## src/rtl/cms_pix28_package.sv

```systemverilog
// Shared types and widths for the cms_pix28 ip2 test machines.
package cms_pix28_package;

    localparam int unsigned PhaseW     = 6;
    localparam int unsigned LoopCountW = 16;
    localparam int unsigned TimeoutW   = 20;

    typedef enum logic [2:0] {
        IDLE_LC      = 3'd0,
        ALIGN_LC     = 3'd1,
        TRIG_LC      = 3'd2,
        WAIT_DONE_LC = 3'd3,
        GAP_LC       = 3'd4,
        DONE_LC      = 3'd5,
        ERROR_LC     = 3'd6
    } state_t_sm_ip2_loop_ctrl;

endpackage

```

## src/rtl/ip2_test_loop_ctrl.sv

```systemverilog
// Loop controller for an ip2 test machine: launches the test on a fixed clk_counter phase,
// counts completions, spaces iterations by a gap and flags a missing completion as a timeout.
module ip2_test_loop_ctrl
    import cms_pix28_package::*;
(
    input  logic                    clk,
    input  logic                    reset,
    input  logic                    enable,
    input  logic [PhaseW-1:0]       clk_counter,
    input  logic                    start,
    input  logic                    abort,
    input  logic [PhaseW-1:0]       trig_phase,
    input  logic [LoopCountW-1:0]   loop_count_max,
    input  logic [LoopCountW-1:0]   loop_gap,
    input  logic [TimeoutW-1:0]     timeout_max,
    input  logic                    test_status_done,
    output logic                    test_enable_re,
    output logic                    loop_busy,
    output logic [LoopCountW-1:0]   loop_count,
    output logic                    loop_status_done,
    output logic                    loop_status_timeout,
    output state_t_sm_ip2_loop_ctrl sm_loop_state
);

    state_t_sm_ip2_loop_ctrl state_q, state_d;

    logic [TimeoutW-1:0]   tmo_q;
    logic [LoopCountW-1:0] gap_q;
    logic [LoopCountW-1:0] count_inc;
    logic                  done_d;
    logic                  done_re;
    logic                  clear;
    logic                  start_ok;
    logic                  phase_hit;
    logic                  tmo_hit;
    logic                  gap_hit;
    logic                  run_last;
    logic                  count_en;

    assign clear     = reset | ~enable;
    // A done level already high at launch has done_d set, so it never produces an edge.
    assign done_re   = test_status_done & ~done_d;
    assign count_inc = loop_count + 1'b1;
    assign start_ok  = (state_q == IDLE_LC) & start & ~abort;
    assign phase_hit = (clk_counter == trig_phase);
    assign tmo_hit   = (tmo_q == timeout_max);
    assign gap_hit   = (gap_q == loop_gap);
    assign run_last  = (loop_count_max != '0) & (count_inc == loop_count_max);
    assign count_en  = (state_q == WAIT_DONE_LC) & done_re & ~abort;

    always_ff @(posedge clk) begin
        if (clear) begin
            state_q <= IDLE_LC;
        end else begin
            state_q <= state_d;
        end
    end

    always_comb begin
        state_d = state_q;
        if (abort) begin
            state_d = IDLE_LC;
        end else begin
            unique case (state_q)
                IDLE_LC:      if (start) state_d = ALIGN_LC;
                ALIGN_LC:     if (phase_hit) state_d = TRIG_LC;
                TRIG_LC:      state_d = WAIT_DONE_LC;
                // Completion takes priority over a timeout reached on the same cycle.
                WAIT_DONE_LC: begin
                    if (done_re) begin
                        state_d = run_last ? DONE_LC : GAP_LC;
                    end else if (tmo_hit) begin
                        state_d = ERROR_LC;
                    end
                end
                GAP_LC:       if (gap_hit) state_d = ALIGN_LC;
                DONE_LC:      state_d = IDLE_LC;
                ERROR_LC:     state_d = ERROR_LC;
                default:      state_d = IDLE_LC;
            endcase
        end
    end

    always_comb begin
        sm_loop_state = state_q;
        loop_busy     = (state_q == ALIGN_LC) | (state_q == TRIG_LC) |
                        (state_q == WAIT_DONE_LC) | (state_q == GAP_LC);
    end

    always_ff @(posedge clk) begin
        if (clear) begin
            done_d              <= 1'b0;
            tmo_q               <= '0;
            gap_q               <= '0;
            test_enable_re      <= 1'b0;
            loop_count          <= '0;
            loop_status_done    <= 1'b0;
            loop_status_timeout <= 1'b0;
        end else begin
            done_d         <= test_status_done;
            tmo_q          <= (state_q == WAIT_DONE_LC) ? tmo_q + 1'b1 : '0;
            gap_q          <= (state_q == GAP_LC) ? gap_q + 1'b1 : '0;
            // Registered so the pulse lines up exactly with the TRIG_LC state cycle.
            test_enable_re <= (state_d == TRIG_LC);
            if (start_ok) begin
                loop_count          <= '0;
                loop_status_done    <= 1'b0;
                loop_status_timeout <= 1'b0;
            end
            if (count_en) begin
                loop_count <= count_inc;
            end
            if (state_d == DONE_LC) begin
                loop_status_done <= 1'b1;
            end
            if ((state_q == WAIT_DONE_LC) && (state_d == ERROR_LC)) begin
                loop_status_timeout <= 1'b1;
            end
        end
    end

endmodule

```

## config.mk

```make
export PLATFORM = sky130hd
export DESIGN_NAME = ip2_test_loop_ctrl
export DESIGN_NICKNAME = d
export VERILOG_FILES = /design/src/rtl/cms_pix28_package.sv /design/src/rtl/ip2_test_loop_ctrl.sv
export SDC_FILE = /design/constraint.sdc
export NUM_CORES = 1
export LEC_CHECK = 0
export CELL_PAD_IN_SITES_DETAIL_PLACEMENT = 1
export CELL_PAD_IN_SITES_GLOBAL_PLACEMENT = 1
export CORE_MARGIN = 2
export CORE_UTILIZATION = 39
export CTS_CLUSTER_SIZE = 30
export DETAILED_ROUTE_END_ITERATION = 10
export PLACE_DENSITY_LB_ADDON = 0.08
export SYNTH_ARGS = -nofsm -noshare
export SYNTH_HDL_FRONTEND = slang
export SYNTH_SLANG_ARGS = --single-unit
```

## constraint.sdc

```tcl
create_clock -name clk -period 3.4 [get_ports clk]
set_clock_uncertainty 0.2 [all_clocks]
set_input_delay 0.34 -clock clk [delete_from_list [all_inputs] [get_ports clk]]
set_output_delay 0.34 -clock clk [all_outputs]
set_load 0.02 [all_outputs]
```

==> metrics.yaml, run 1 <==
status: "finished clean"
ys_top_cells_by_area: "dfxtp_1 (33%), xor2_1 (13%), xnor2_1 (9.2%)"
fmax_mhz: 363
worstPathMaxFanout: 8
cts.sinks: 59
start_kind: "register"
yosys.area.top_type_share_pct: 32.8
clkLatencyLatePin_ns: 0.34
clock_path_buffers: 2
post_drt_wl_per_cell_um: 16.7
cts_buffers: 9
cts_root_buffer: "clkbuf_8"
routed_via_density: 5.46
first_pass_iters: 4
vias: 3530
path_clk_slew_ns: 0.07
cp-end-kind: "register"
fp.dieW_um: 100
final-setup-viol-count: 0
synth_top_cell_by_area: "dfxtp_1"
grt_overflow: 0
fill_cells: 1126
maxCapViolations: 0
worstPathCellList: "ha_1, nand3_1, nor3_1, xnor2_1, nand4_1, nor4_1, a31oi_1, o41ai_2"
gp_congestion: 0.855
core-area_mm2: 0.00911
worstMarginPinSlew_ns: 0.790
routed_wl_mm: 10.8
ff2ff_setup_slack_ns: 0.65
cts-resized-gates: 0
ys_ff_latch: 59
ys_warn_count: 0
worst_ep_arrival_time_ns: 2.80
synth.distinct_cells: 48
ant_nets: 0
hold_viol_final: 0
rows: 35
post_cts.repair.setup_buffers: 0
antenna_cells: 0
antenna_found_initial: 0
hold_class: "reg2reg"
synth.most_common_cell: "dfxtp_1"
rsz0062_at_grt: "no"
syn_inst: 447
finalNonFillerCells: 647
synth_ff_type: "dfxtp_1"
p_leak_nw: 1.65
ctsHoldBuffers: 0
track_usage_pct: 22.0
start_util_pct: 39.5
nNetsFinal: 606
critPathKind: "reg2reg"
drive_above_1_share_pct: 4.85
slew_headroom_pct: 47.3
slew_viol_final: 0
yosysSeqAreaShare_pct: 32.8
cts_tree: "yes"
ff_latch_area_mm2: 0.00118
timing.setup.tns_ns: 0
die_area_mm2: 0.0100
io_pins: 93
syn2layout_area_growth_pct: 32.8
power.density_mw_per_mm2: 318
grt_max_degree: 20
hpwl_mm: 8.18
max_stage_delay_ns: 0.48
dieHeight_um: 100
grt_pass1_vias: 3541
timing.final.crit_period_ns: 2.75
peakVddDrop_mv: 0.164
async_flop_share_pct: 0
avgSynthCellArea_um2: 8.06
fin_crit_sh_pct: 80.9
required_ns: 3.44
synthTopCellsByCount: "dfxtp_1 (59), nor2_1 (57), xor2_1 (54), xnor2_1 (38), nand2_1 (35)"
syn_nets: 520
dp_cells: 633
drtIter0Drc: 88
slowest_stage: "dfxtp_1"
io_buffers: 92
drc: 0
grt_pass1_wl_mm: 17.3
synth_edf_count: 0
syn_area_mm2: 0.00360
htreeDepth: 3
multiInputGateArea_mm2: 0.00231
placed cells by master, fill, tap and decap left out, types with 4 or more instances in the layout:
cell type	netlist	layout
clkdlybuf4s50_1	0	92
dfxtp_1	59	59
nor2_1	57	57
xor2_1	54	54
xnor2_1	38	38
nand2_1	35	35
nand3_1	26	26
a21oi_1	22	22
o21ai_0	20	20
nor3_1	12	12
and3_1	12	12
nand4_1	12	12
nor4_1	12	12
clkbuf_8	0	12
or3_1	10	10
nor2b_1	7	7
inv_1	5	5
a31oi_1	4	4
flip-flops by register name (all words and copies together), names as in the netlist:
name / cells
tmo_q: 20
gap_q: 16
loop_count: 16
sm_loop_state: 3
done_d: 1
loop_status_done: 1
loop_status_timeout: 1
test_enable_re: 1
routing by layer:
metal  part of all wire, %  track usage (%)  vias to the layer above
li1                      -                -                     1732
met1                    44             26.7                     1694
met2                    50             39.1                       93
met3                   4.2             3.69                       11
met4                   1.4             8.01                        0
met5                     0                0                        -
cell type report:
class                      instances  area share (%)
clock buffer                      12            3.45
clock inverter                     2           0.732
inverter                           5           0.392
multi-input combinational        364            48.3
sequential                        59            24.7
tap                              111            2.90
timing repair buffer              94            19.6
worst max-delay path: cells and delay by family (launching register included):
kind	cells	cell delay, ns
compound gates	2	0.48
simple gates	4	1.00
flops	1	0.48
xor+xnor	1	0.16
fa+ha+maj	1	0.34
where the power goes:
| part | leakage (nW) | switching (W) | internal, W |
|---|---|---|---|
| clock network | 0.104 | 0.000273 | 0.000389 |
| registers | 0.475 | 0.00000115 | 0.000692 |
| logic | 1.07 | 0.0000646 | 0.000102 |
logic make-up (layout without fill, tap and decap cells):
logic type                 Yosys count  count (layout)  synth area share (%)
AOI/OAI and AO/OA                   64              64                  11.8
xor gates and xnor gates            92              92                  22.4
adders and majority gates            3               3                  1.04
buffers and inverters               24             113                  3.09
DFF                                 59              59                  32.8
and+or+nand+nor                    205             205                  28.9
per-stage QoR:
step / hold slack, ns / setup slack (ns) / power [W] / util (%) / instance area, um2
after floorplan: 0.236 / 0.945 / 0.000764 / - / 3600
after global placement: 0.253 / 0.756 / 0.000873 / 50.3 / 4580
after detailed placement: 0.259 / 0.658 / 0.000875 / 50.3 / 4580
after CTS: 0.276 / 0.634 / 0.00154 / 52.5 / 4780
after global routing: 0.318 / 0.391 / 0.00158 / 52.5 / 4780
final: 0.269 / 0.648 / 0.00152 / 52.5 / 4780
final timing paths:
path / depth (start not counted) / from / to
max: 8 / loop_count[0] / loop_status_done
min: 1 / gap_q[0] / gap_q[0]
max reg2reg: 8 / loop_count[0] / loop_status_done
min reg2reg: 1 / gap_q[0] / gap_q[0]
(Power assumes the default switching activity.)
==> run 2: changes to the inputs <==
CORE_UTILIZATION = 32   (was 39)
clock period = 2.4 ns   (was 3.4 ns; I/O delays follow)
==> metrics.yaml, run 2 (synthesis gave the netlist of run 1 again) <==
place_area_mm2: 0.00497
busiest_layer: "met2"
die_area_mm2: 0.0121
cts_root_buffer: "clkbuf_16"
grt_pass1_wl_mm: 18.2
core-area_mm2: 0.0109
track_usage_pct: 19.6
io_pins: 93
cts_tree: "yes"
clock_path_buffers: 2
use_met1_pct: 23.3
fin_crit_sh_pct: 96.2
routed_wl_mm: 11.4
first_pass_iters: 4
worst_ep_arrival_time_ns: 2.34
hpwl_mm: 8.98
ant_nets: 0
antenna_cells: 0
design_area_mm2: 0.00534
final-setup-viol-count: 0
grt_max_degree: 20
peakVddDrop_mv: 0.379
start_kind: "register"
post_drt_wl_per_cell_um: 15.7
vias: 3610
slew_headroom_pct: 68.6
fmax_mhz: 433
hold-worst-slack_ns: 0.264
top_register: "tmo_q"
hold_class: "reg2reg"
routed_via_density: 4.99
power.density_mw_per_mm2: 454
syn2layout_area_growth_pct: 48.2
antenna_found_initial: 0
post-route-util_pct: 48.8
timing.final.crit_period_ns: 2.31
slew_viol_final: 0
layout_commonest_cell: "clkdlybuf4s50_1"
grt_pass1_vias: 3686
start_util_pct: 32.9
critPathKind: "reg2reg"
dieHeight_um: 110
hold_viol_final: 0
p_leak_nw: 1.92
nNetsFinal: 652
met2_usage_pct: 35.6
cts_buffers: 9
status: "finished clean"
htreeDepth: 3
timing.setup.tns_ns: 0
path_clk_slew_ns: 0.05
reg_top3: "tmo_q x20, gap_q x16, loop_count x16"
drc: 0
clkLatencyLatePin_ns: 0.33
io_buffers: 92
gp_congestion: 0.822
met3_usage_pct: 3.59
final_cell_mix: "clkdlybuf4s50_1 (92), nor2_1 (55), dfxtp_1 (55)"
fp.dieW_um: 110
required_ns: 2.43
drive_above_1_share_pct: 15.4
worstPathMaxFanout: 3
cp-end-kind: "register"
largest_register_ffs: 20
cts.sinks: 59
rsz0062_at_grt: "yes"
maxCapViolations: 0
rows: 38
drtIter0Drc: 143
worstMarginPinSlew_ns: 0.471
grt_overflow: 0
[run 2: cell count changes in the layout (fill, tap and decap cells not counted), moves of 3 or more]
cell	delta
buf_4	+45
clkbuf_8	-10
clkbuf_16	+9
dfxtp_1	-4
dfxtp_2	+4
clkbuf_1	+3
nand3_1	-3
nand3_2	+3
[run 2: path summary, 6_finish.rpt]
check | start | slack, ns | to | depth (start not counted)
worst max-delay path | loop_count[0] | 0.09 | loop_status_done | 9
worst max register to register | loop_count[0] | 0.09 | loop_status_done | 9
worst min-delay path | gap_q[0] | 0.26 | gap_q[0] | 1
worst min register to register | gap_q[0] | 0.26 | gap_q[0] | 1
[run 2: final cells by class]
type                       count  area, um2
fill                        1320       5600
multi-input combinational    364       2400
timing repair buffer         140       1280
sequential                    59       1190
clock buffer                  14        264
tap                          140        175
inverter                       5       18.8
clock inverter                 2       10.0
[run 2: power breakdown]
part	internal (W)	total (W)	switching (W)	leakage, nW
combinational	0.000156	0.000253	0.0000968	1.31
sequential	0.000982	0.000982	0.000000421	0.477
clock	0.000751	0.00119	0.000436	0.137
[run 2: per-layer routing]
layer  share of wire (%)  up-vias  wire length [um]
met2                  52       71              5900
met5                   0        -                 0
li1                    -     1820                 -
met4                 1.6        0               179
met3                 3.8       15               429
met1                  43     1704              4880
[run 2: repair_timing]
action / CTS / global route
setup endpoints to repair: 3 / 3
hold endpoints to repair: 0 / 0
gates resized for setup: 7 / 17
setup buffers: 0 / 0
gates cloned: 0 / 0
hold buffers: 0 / 0
pin swaps: 2 / 7
[run 2: per-stage QoR]
step	std cells	worst slack, ns	power, W
6_report	724	0.0920	0.00242
5_1_grt	724	-0.0315	0.00252
4_1_cts	724	0.0144	0.00245
3_5_place_dp	708	-0.130	0.00125
3_3_place_gp	708	-0.0990	0.00125
2_1_floorplan	447	0.0668	0.00108
[run 2: critical path, cell delays in order, from the launching register on]
cell and delay [ns]:
dfxtp_2 0.35, ha_4 0.15, nand3_2 0.13, nor3_2 0.18, xnor2_1 0.17, nand4_1 0.17
nor4_4 0.33, buf_4 0.15, a31oi_2 0.10, o41ai_2 0.28
